### src/rtl/sub_16bit_serial_pkg.sv
// Shared constants and types for the slice-serial 16-bit subtractor.
// Widths, FSM encoding and the slice-index type used by the top and its slice.
package sub_16bit_serial_pkg;

    localparam int WIDTH  = 16;
    localparam int SLICE  = 4;
    localparam int NSLICE = WIDTH / SLICE;
    localparam int KW     = $clog2(NSLICE);

    typedef enum logic [1:0] {
        IDLE = 2'd0,
        CALC = 2'd1,
        DONE = 2'd2
    } state_t;

    typedef logic [KW-1:0] idx_t;

endpackage

### src/rtl/sub_16bit_serial_cla4.sv
// Combinational 4-bit carry-lookahead slice computing a + ~b + cin.
// Every carry is a flat sum of generate/propagate products, so none ripples.
module sub_slice_cla4 (
    input  logic [3:0] a,
    input  logic [3:0] b,
    input  logic       cin,
    output logic [3:0] s,
    output logic       cout
);

    logic [3:0] bn;
    logic [3:0] g;
    logic [3:0] p;
    logic [3:0] c;

    assign bn = ~b;
    assign g  = a & bn;
    assign p  = a ^ bn;

    assign c[0] = cin;
    assign c[1] = g[0] | (p[0] & cin);
    assign c[2] = g[1] | (p[1] & g[0]) | (p[1] & p[0] & cin);
    assign c[3] = g[2] | (p[2] & g[1]) | (p[2] & p[1] & g[0])
                | (p[2] & p[1] & p[0] & cin);
    assign cout = g[3] | (p[3] & g[2]) | (p[3] & p[2] & g[1])
                | (p[3] & p[2] & p[1] & g[0])
                | (p[3] & p[2] & p[1] & p[0] & cin);

    assign s = p ^ c;

endmodule

### src/rtl/sub_16bit_serial.sv
// Multi-cycle 16-bit subtractor: diff = in1 - in2 - bin, one 4-bit slice per clock.
// A single lookahead slice is shared across slices, selected by the index k.
module sub_16bit_serial
    import sub_16bit_serial_pkg::*;
(
    input  logic             clk,
    input  logic             rst_n,
    input  logic             start,
    input  logic [WIDTH-1:0] in1,
    input  logic [WIDTH-1:0] in2,
    input  logic             bin,
    output logic             busy,
    output logic             done,
    output logic [WIDTH-1:0] diff,
    output logic             bout,
    output logic             ovf
);

    state_t state;
    state_t state_nxt;
    idx_t   k;

    logic [NSLICE-1:0][SLICE-1:0] a_q;
    logic [NSLICE-1:0][SLICE-1:0] b_q;
    logic [NSLICE-1:0][SLICE-1:0] p_q;
    logic                         c;

    logic [SLICE-1:0] s;
    logic             c_nxt;
    logic             last;
    logic             accept;

    assign last   = (k == idx_t'(NSLICE - 1));
    assign accept = start && (state != CALC);
    assign busy   = (state == CALC);
    assign done   = (state == DONE);

    sub_slice_cla4 u_slice (
        .a    (a_q[k]),
        .b    (b_q[k]),
        .cin  (c),
        .s    (s),
        .cout (c_nxt)
    );

    always_ff @(posedge clk or negedge rst_n) begin
        if (!rst_n) state <= IDLE;
        else        state <= state_nxt;
    end

    always_comb begin
        state_nxt = state;
        case (state)
            IDLE:    if (start) state_nxt = CALC;
            CALC:    if (last)  state_nxt = DONE;
            DONE:    state_nxt = start ? CALC : IDLE;
            default: state_nxt = IDLE;
        endcase
    end

    // The subtraction carry starts at ~bin; the final borrow is its inverse.
    always_ff @(posedge clk or negedge rst_n) begin
        if (!rst_n) begin
            a_q  <= '0;
            b_q  <= '0;
            p_q  <= '0;
            c    <= 1'b0;
            k    <= '0;
            diff <= '0;
            bout <= 1'b0;
            ovf  <= 1'b0;
        end else if (accept) begin
            a_q <= in1;
            b_q <= in2;
            c   <= ~bin;
            k   <= '0;
        end else if (state == CALC) begin
            p_q[k] <= s;
            c      <= c_nxt;
            k      <= k + idx_t'(1);
            if (last) begin
                diff <= {s, p_q[NSLICE-2:0]};
                bout <= ~c_nxt;
                ovf  <= (a_q[NSLICE-1][SLICE-1] != b_q[NSLICE-1][SLICE-1])
                     && (s[SLICE-1] != a_q[NSLICE-1][SLICE-1]);
            end
        end
    end

endmodule

### config.mk
export PLATFORM = sky130hd
export DESIGN_NAME = sub_16bit_serial
export DESIGN_NICKNAME = d
export VERILOG_FILES = /design/src/rtl/sub_16bit_serial_pkg.sv /design/src/rtl/sub_16bit_serial_cla4.sv /design/src/rtl/sub_16bit_serial.sv
export SDC_FILE = /design/constraint.sdc
export NUM_CORES = 1
export LEC_CHECK = 0
export CORE_UTILIZATION = 26
export CTS_CLUSTER_SIZE = 24
export DETAILED_ROUTE_END_ITERATION = 6
export HOLD_SLACK_MARGIN = 0.12
export PLACE_DENSITY_LB_ADDON = 0.25
export SYNTH_ARGS = -nofsm -noshare
export SYNTH_HDL_FRONTEND = slang
export SYNTH_SLANG_ARGS = --single-unit
### constraint.sdc
create_clock -name clk -period 3.2 [get_ports clk]
set_clock_uncertainty 0.05 [all_clocks]
set_input_delay 0.64 -clock clk [delete_from_list [all_inputs] [get_ports clk]]
set_output_delay 0.64 -clock clk [all_outputs]
set_load 0.05 [all_outputs]
==> results of run 1 <==
[sequential cells by signal, summed over array words and instances (netlist names)]
signal	flops
state	2
bout	1
c	1
ovf	1
p_q	12
k	2
b_q	16
a_q	16
diff	16
[per-layer routing]
layer / global-route usage (%) / routed length (um) / vias up
li1: - / - / 865
met1: 15.1 / 2760 / 865
met2: 16.1 / 2570 / 48
met3: 4.54 / 298 / 6
met4: 3.52 / 66 / 0
met5: 0 / 0 / -
[layout by cell type, fill, tap and decap left out, types with 2 or more instances in the layout]
master	n
sky130_fd_sc_hd__mux4_2	8
sky130_fd_sc_hd__dfrtp_1	67
sky130_fd_sc_hd__clkbuf_1	2
sky130_fd_sc_hd__a21oi_1	2
sky130_fd_sc_hd__bufinv_16	2
sky130_fd_sc_hd__ha_1	8
sky130_fd_sc_hd__buf_4	5
sky130_fd_sc_hd__nand2_1	19
sky130_fd_sc_hd__o31ai_1	2
sky130_fd_sc_hd__o211ai_1	2
sky130_fd_sc_hd__clkbuf_8	9
sky130_fd_sc_hd__o21ai_1	4
sky130_fd_sc_hd__o21ai_0	11
sky130_fd_sc_hd__inv_1	9
sky130_fd_sc_hd__nand3b_1	2
sky130_fd_sc_hd__clkdlybuf4s50_1	54
sky130_fd_sc_hd__clkinv_2	2
sky130_fd_sc_hd__nor2b_1	2
sky130_fd_sc_hd__mux2_2	49
[cell type report]
type                    instances  area (um^2)
inverters                       9         33.8
clock inverters                 5         77.6
flip-flops and latches         67         1680
well taps                     140          175
repair buffers                 60          583
multi-input cells             123         1160
clock buffers                  11          131
fillers                      1095         7000
[critical path, delay by kind of cell, from the launching register on]
| family | cells | cell delay, ps |
|---|---|---|
| buffers and inverters | 2 | 1030 |
| flip-flops | 1 | 380 |
| AND/OR/NAND/NOR | 1 | 230 |
[final timing paths]
check | from | end | slack (ps) | depth (start not counted)
worst max-delay path | state[1] | busy | 520 | 3
worst min-delay path | rst_n | diff[8] | 330 | 1
worst max register to register | k[0] | ovf | 550 | 7
worst min register to register | p_q[1] | p_q[1] | 430 | 2
max in group asynchronous | rst_n | b_q[7] | 2010 | 2
min in group clk | p_q[1] | p_q[1] | 430 | 2
[kinds of logic (layout without fill, tap and decap cells)]
| kind of cell | Yosys count | count (layout) | share of synthesized area [%] |
|---|---|---|---|
| xor+xnor | 2 | 2 | 0.603 |
| simple gates | 30 | 30 | 5.12 |
| compound gates | 25 | 25 | 4.95 |
| fa+ha+maj | 9 | 9 | 4.13 |
| buf+inv | 16 | 85 | 2.28 |
| mux | 57 | 57 | 25.2 |
| flops | 67 | 67 | 57.7 |
[where the power goes]
part | leakage, nW | internal (mW) | switching (mW)
Sequential | 0.810 | 1.27 | 0.269
Combinational | 0.729 | 1.10 | 1.28
Clock | 0.103 | 0.436 | 0.313
==> impl_summary.md, run 1 <==
Setup path
STA puts the critical path data arrival time at 1990 ps. The peak per-stage delay on the critical path is 840 ps. The data required time at the worst endpoint is 2510 ps.

The critical path goes through nand2b_1 -> inv_1 -> clkdlybuf4s50_1. The kind of start point of the critical path is a flip-flop. In this run the worst path has a maximum fanout of 7. The critical path is of the flip-flop to primary output type. The master of the slowest instance on the critical path is sky130_fd_sc_hd__clkdlybuf4s50_1. The worst setup path is captured at a primary output.

Route
The total routed wirelength is 5690 um. The count of nets left with antenna violations after detail routing is 0. The via total after detailed routing is 1,784. Before antenna repair, the detailed router went through 4 iterations. Using the TritonRoute via totals, the vias-per-cell ratio works out to 4.30. The DRC violation count after routing is 0. The detailed-route wire length per cell is 13.7 um. The DRC marker count from the first detailed-route iteration is 36.

Power
Overall power consumption after layout is estimated at 4.67 mW. For this design the ratio of total power to cell area is 1220 nW/um^2. In this run the static leakage power is 1.64 nW. The worst-case IR drop observed on VDD is 0.000418 V.

Timing
The minimum clock period after layout is 2680 ps. Setup total negative slack on the finished layout was measured at 0 ps. Based on the critical path, the design can be clocked at up to 373 MHz. Measured against its own limit, the worst slew margin works out to 46.2%.

The final setup slack of the worst path is 518 ps. The final cycle utilization of the critical path is 83.8%. The final setup violation count is 0. For the pin with the worst max-slew slack, the measured transition is 806 ps. The final count of hold timing violations was 0. The worst hold slack across all endpoints is 330 ps. Setup repair after global routing left no endpoint under its margin.

The number of pins exceeding their max-slew limit in the final report is 0.

Yosys
After synthesis, the cell types taking the most area are sky130_fd_sc_hd__dfrtp_1 58%, sky130_fd_sc_hd__mux2_2 19%, sky130_fd_sc_hd__mux4_2 6.2%. The synthesized design contains 0 enable-type register cells. The number of library cell types mapped by synthesis is 29. The average instance area after synthesis is 14.1 um^2. The register bit count reported by yosys is 67. The synthesized netlist occupies a cell area of 2910 um^2. The fraction of registers with async set or reset after synthesis is 100%. The yosys synthesis warning count is 0. Of the post-synthesis cell area, the dominant cell type holds 57.7%. Counting instances in the post-synthesis netlist gives the leading cell types as 67 x sky130_fd_sc_hd__dfrtp_1, 49 x sky130_fd_sc_hd__mux2_2, 19 x sky130_fd_sc_hd__nand2_1, 11 x sky130_fd_sc_hd__o21ai_0, 9 x sky130_fd_sc_hd__inv_1. In the synthesized netlist the dominant register cell turns out to be sky130_fd_sc_hd__dfrtp_1. The number of nets in the synthesized netlist is 251. The sequential area share after synthesis is 57.7%. Yosys instantiated no cell more often than sky130_fd_sc_hd__dfrtp_1. Synthesis handed over a netlist of 206 instances.

The biggest area contributor in the post-synthesis netlist is sky130_fd_sc_hd__dfrtp_1.

Final layout
The post-route cell area is 3840 um^2. Cells with a size suffix above 1 make up 28.7% of the layout. From synthesis to final layout, the design area changed by 32.2%. The count of non-filler cells in the finished layout is 415.

For this run, the share of the core covered by cells in the final layout is 35.4%. The layout net count is 315. The number of diodes is 0.

Clock tree
The total of cells resized after clock tree synthesis is 0. Clock tree synthesis selected as its root buffer the cell sky130_fd_sc_hd__clkbuf_8. The post-CTS setup buffer count is 0. The later pin in the worst-skew pair is clocked with a latency of 340 ps. Counting along the longest clock path gives a buffer depth of 2. In this run, post-CTS hold repair placed 0 buffers.

After clock tree synthesis, the clock-pin slew on the worst setup and hold paths is 70 ps. The clock net in this run drives a total of 67 sinks. The number of clock buffers added by TritonCTS is 9. The TritonCTS clock tree is built. In this run the number of H-tree levels came out at 3.

Min path
The path class of the tightest hold or removal check is primary input to asynchronous set/reset pin.

Floorplanning
The floorplan step defined a die boundary enclosing 11,600 um^2. The die is 108 um wide. The height of the die is 108 um. The area of the placeable core is 10,800 um^2.

For this design the top-level I/O count stands at 56. The initial cell density of the core is 26.8%. The total number of placement rows is 38.

Placement
The count of buffers added on input and output ports is 55. At the end of routability-driven placement, the weighted congestion stood at 0.716. In this run the cell area measured after placement is 3630 um^2.

The detailed-placement wirelength estimate is 4270 um. Timing analysis after detailed placement gives a worst setup slack of 571 ps. The placed instance count is 399.

GRT
The aggregate global-route resource usage is 11.2%. Entering global routing, the biggest net connects 38 pins. The via count of the first global-routing pass was 1,847. The number of antenna violations at the first check in global routing is 0. The remaining global-route overflow is 0.

The first-pass GRT wire length is 9530 um.

Run status
The run finished with clean final reports.

Job
The count of max-cap constraint violations is 0.
Power figures use the tool's default switching activity.
==> run 2, diff against run 1 <==
- clock period: 3.2 -> 2.65 ns (I/O delays scaled with it)
==> run 2 against run 1 <==
  * Sequential power up 20%
  * Register-to-register slack worse by 380 ps
  * Via count up 0.56%
  * Sequential share of layout area down 0.11 points
  * Core utilization up 0.12 points
  * Final cell count up 0.72%
  * Final area up 0.33%
  * Clock-buffer cell count down 2
  * Combinational power up 21%
  * Highest routed layer unchanged
==> impl_summary.md, run 2 (synthesized netlist as in run 1, its figures left out) <==
Timing
The final count of hold timing violations is 0 (unchanged). Setup repair after global routing missed its margin: false (unchanged). The relative max-transition margin is 65.7% (was 46.2%).

The setup TNS is 0 ps (unchanged). The final setup slack of the worst path came to 170 ps (was 518 ps). The worst hold slack across all endpoints is 431 ps (was 330 ps). The number of pins exceeding their max-slew limit in the final report was 0 (unchanged). The slew at the pin with the worst max-slew slack is 514 ps (was 806 ps). The minimum clock period after layout is 2480 ps. The final setup violation count came to 0 (unchanged). The final cycle utilization of the critical path is 93.6%. The maximum achievable frequency is 403 MHz.

Final layout
The layout net count came to 318 (was 315). The fraction of final layout cells with drive strength greater than 1 is 30.2% (was 28.7%). The leading cell type in the layout, fill and taps excluded is sky130_fd_sc_hd__dfrtp_1 (unchanged).

The number of diodes is 0 (unchanged). The number of inserted filler cells in the final layout came to 1,106 (was 1,095). The signed area change from the synthesized netlist to the final layout came to 32.6% (was 32.2%). The multi-input gate area in the final layout is 1160 um^2 (unchanged).

Most frequent cells in the layout: 66 x sky130_fd_sc_hd__dfrtp_1, 53 x sky130_fd_sc_hd__clkdlybuf4s50_1, 49 x sky130_fd_sc_hd__mux2_2, 19 x sky130_fd_sc_hd__nand2_1, 11 x sky130_fd_sc_hd__o21ai_0 (was 67 x sky130_fd_sc_hd__dfrtp_1, 54 x sky130_fd_sc_hd__clkdlybuf4s50_1, 49 x sky130_fd_sc_hd__mux2_2, 19 x sky130_fd_sc_hd__nand2_1, 11 x sky130_fd_sc_hd__o21ai_0). The post-route cell area was 3850 um^2 (was 3840 um^2). The count of non-filler cells in the finished layout is 418 (was 415). The flip-flop and latch area is 1680 um^2 (about the same).

Registers with the most flip-flops: a_q x16, b_q x16, diff x16 (unchanged).

Clock tree
The library cell used as clock root buffer was sky130_fd_sc_hd__clkbuf_8 (unchanged). The clock slew seen by the registers of the worst setup and hold paths was 80 ps (was 70 ps). The CTS sink count came to 67 (unchanged).

The H-tree depth is 3 (unchanged). The maximum root-to-sink buffer count is 2 (unchanged). The TritonCTS clock tree is built (unchanged). The number of buffers created by CTS is 9 (unchanged). The insertion delay of the later-clocked pin in the worst-skew pair is 340 ps (about the same).

Setup path
The critical path class is flip-flop to flip-flop (was flip-flop to primary output). The kind of start point of the critical path is a flip-flop (unchanged). The depth of the worst register-to-register path is 6 (was 7). The sort of element at the end of the critical path is a flip-flop (was primary output).

The largest fanout of any net on the critical path came to 8 (was 7). The data required time at the worst endpoint was 2860 ps (was 2510 ps). The data arrival at the endpoint of the critical path is 2690 ps (was 1990 ps).

Route
The DRC violation count after routing is 0 (unchanged). The first-pass iteration count of the detailed router is 3 (was 4). The total routed wirelength is 5740 um (was 5690 um). The count of nets left with antenna violations after detail routing is 0 (unchanged).

The detailed-route wire length per cell is 13.7 um (about the same). The DRC marker count from the first detailed-route iteration is 37 (was 36). The via density per instance is 4.29 (was 4.30). The via total after detailed routing was 1,794 (was 1,784).

Floorplanning
The initial cell density of the core is 26.8% (unchanged). The total number of placement rows is 38 (unchanged). The height of the die is 108 um (unchanged).

The overall die area is 11,600 um^2 (unchanged). The area of the placeable core is 10,800 um^2 (unchanged). The x dimension of the die is 108 um (unchanged). The number of top-level pins is 56 (unchanged).

Min path
The class of the tightest hold or removal check is flip-flop to flip-flop (was primary input to asynchronous set/reset pin). The worst hold path passes through 2 cells.

Placement
The setup slack after placement was 85.5 ps (was 571 ps). The detailed-placement wirelength estimate was 4330 um (was 4270 um). The instance area at placement came to 3650 um^2 (was 3630 um^2). The global placement routability congestion is 0.741 (was 0.716). The placed instance count is 401 (was 399).

The number of port buffers was 55 (unchanged).

Power
The worst voltage drop across the vdd grid is 0.000559 V (was 0.000418 V). The static leakage is 1.66 nW (was 1.64 nW). The power per cell area is 1450 nW/um^2 (was 1220 nW/um^2).

GRT
The remaining global-route overflow came to 0 (unchanged). The first-pass GRT wire length came to 9630 um (was 9530 um). The via count of the first global-routing pass came to 1,860 (was 1,847). The number of antenna violations at the first check in global routing is 0 (unchanged). The aggregate global-route resource usage is 11.1% (was 11.2%).

The maximum number of pins on one net before global-route repair came to 33 (was 38).

Job
The count of max-cap constraint violations is 0 (unchanged).

Run status
Result of the run: finished, final reports clean (unchanged).
-- run 2: path summary, 6_finish.rpt --
check	startpoint	slack, ps	end
max	k[0]	170	ovf
min	p_q[6]	430	p_q[6]
max reg2reg	k[0]	170	ovf
min reg2reg	p_q[6]	430	p_q[6]
max in group asynchronous	rst_n	1250	b_q[15]
min in group asynchronous	rst_n	600	p_q[1]
-- run 2: worst max-delay path, cell delays in order (launching register included) --
cell and delay (ps):
sky130_fd_sc_hd__dfrtp_2 460, sky130_fd_sc_hd__mux4_2 560, sky130_fd_sc_hd__ha_1 320, sky130_fd_sc_hd__a21o_1 200, sky130_fd_sc_hd__and4_4 200, sky130_fd_sc_hd__or3_4 410, sky130_fd_sc_hd__o211ai_1 190
-- run 2: metal layers --
layer,GRT usage [%],vias to the layer above,routed length [um]
met4,2.94,0,31
met1,14.6,867,2800
met3,4.30,4,296
met5,0,-,0
met2,16.8,53,2610
li1,-,870,-
-- run 2: area by class of cell --
class / count / share of cell area, %
Clock buffer: 9 / 3.22
Clock inverter: 7 / 1.79
Inverter: 9 / 0.877
Tap cell: 140 / 4.55
Multi-Input combinational cell: 123 / 30.2
Timing Repair Buffer: 63 / 15.8
Sequential cell: 67 / 43.6
-- run 2: through the flow --
| step | utilization (%) | power [mW] |
|---|---|---|
| after global placement | 33.6 | 4.77 |
| after global routing | 35.5 | 6.00 |
| after floorplan | - | 3.94 |
| after detailed placement | 33.6 | 4.83 |
| final | 35.5 | 5.57 |
| after CTS | 35.5 | 5.67 |
-- run 2: repair_timing --
item | CTS | global route
buffers inserted | 0 | 0
hold buffers | 1 | 0
gates resized for setup | 0 | 2
endpoints found under the setup margin | 0 | 10
hold endpoints to repair | 16 | 0
-- run 2: where the power goes --
part           switching, mW  internal [mW]  total (mW)
clock network          0.393          0.430       0.824
registers              0.316           1.54        1.85
logic                   1.55           1.34        2.89
total                   2.26           3.31        5.57
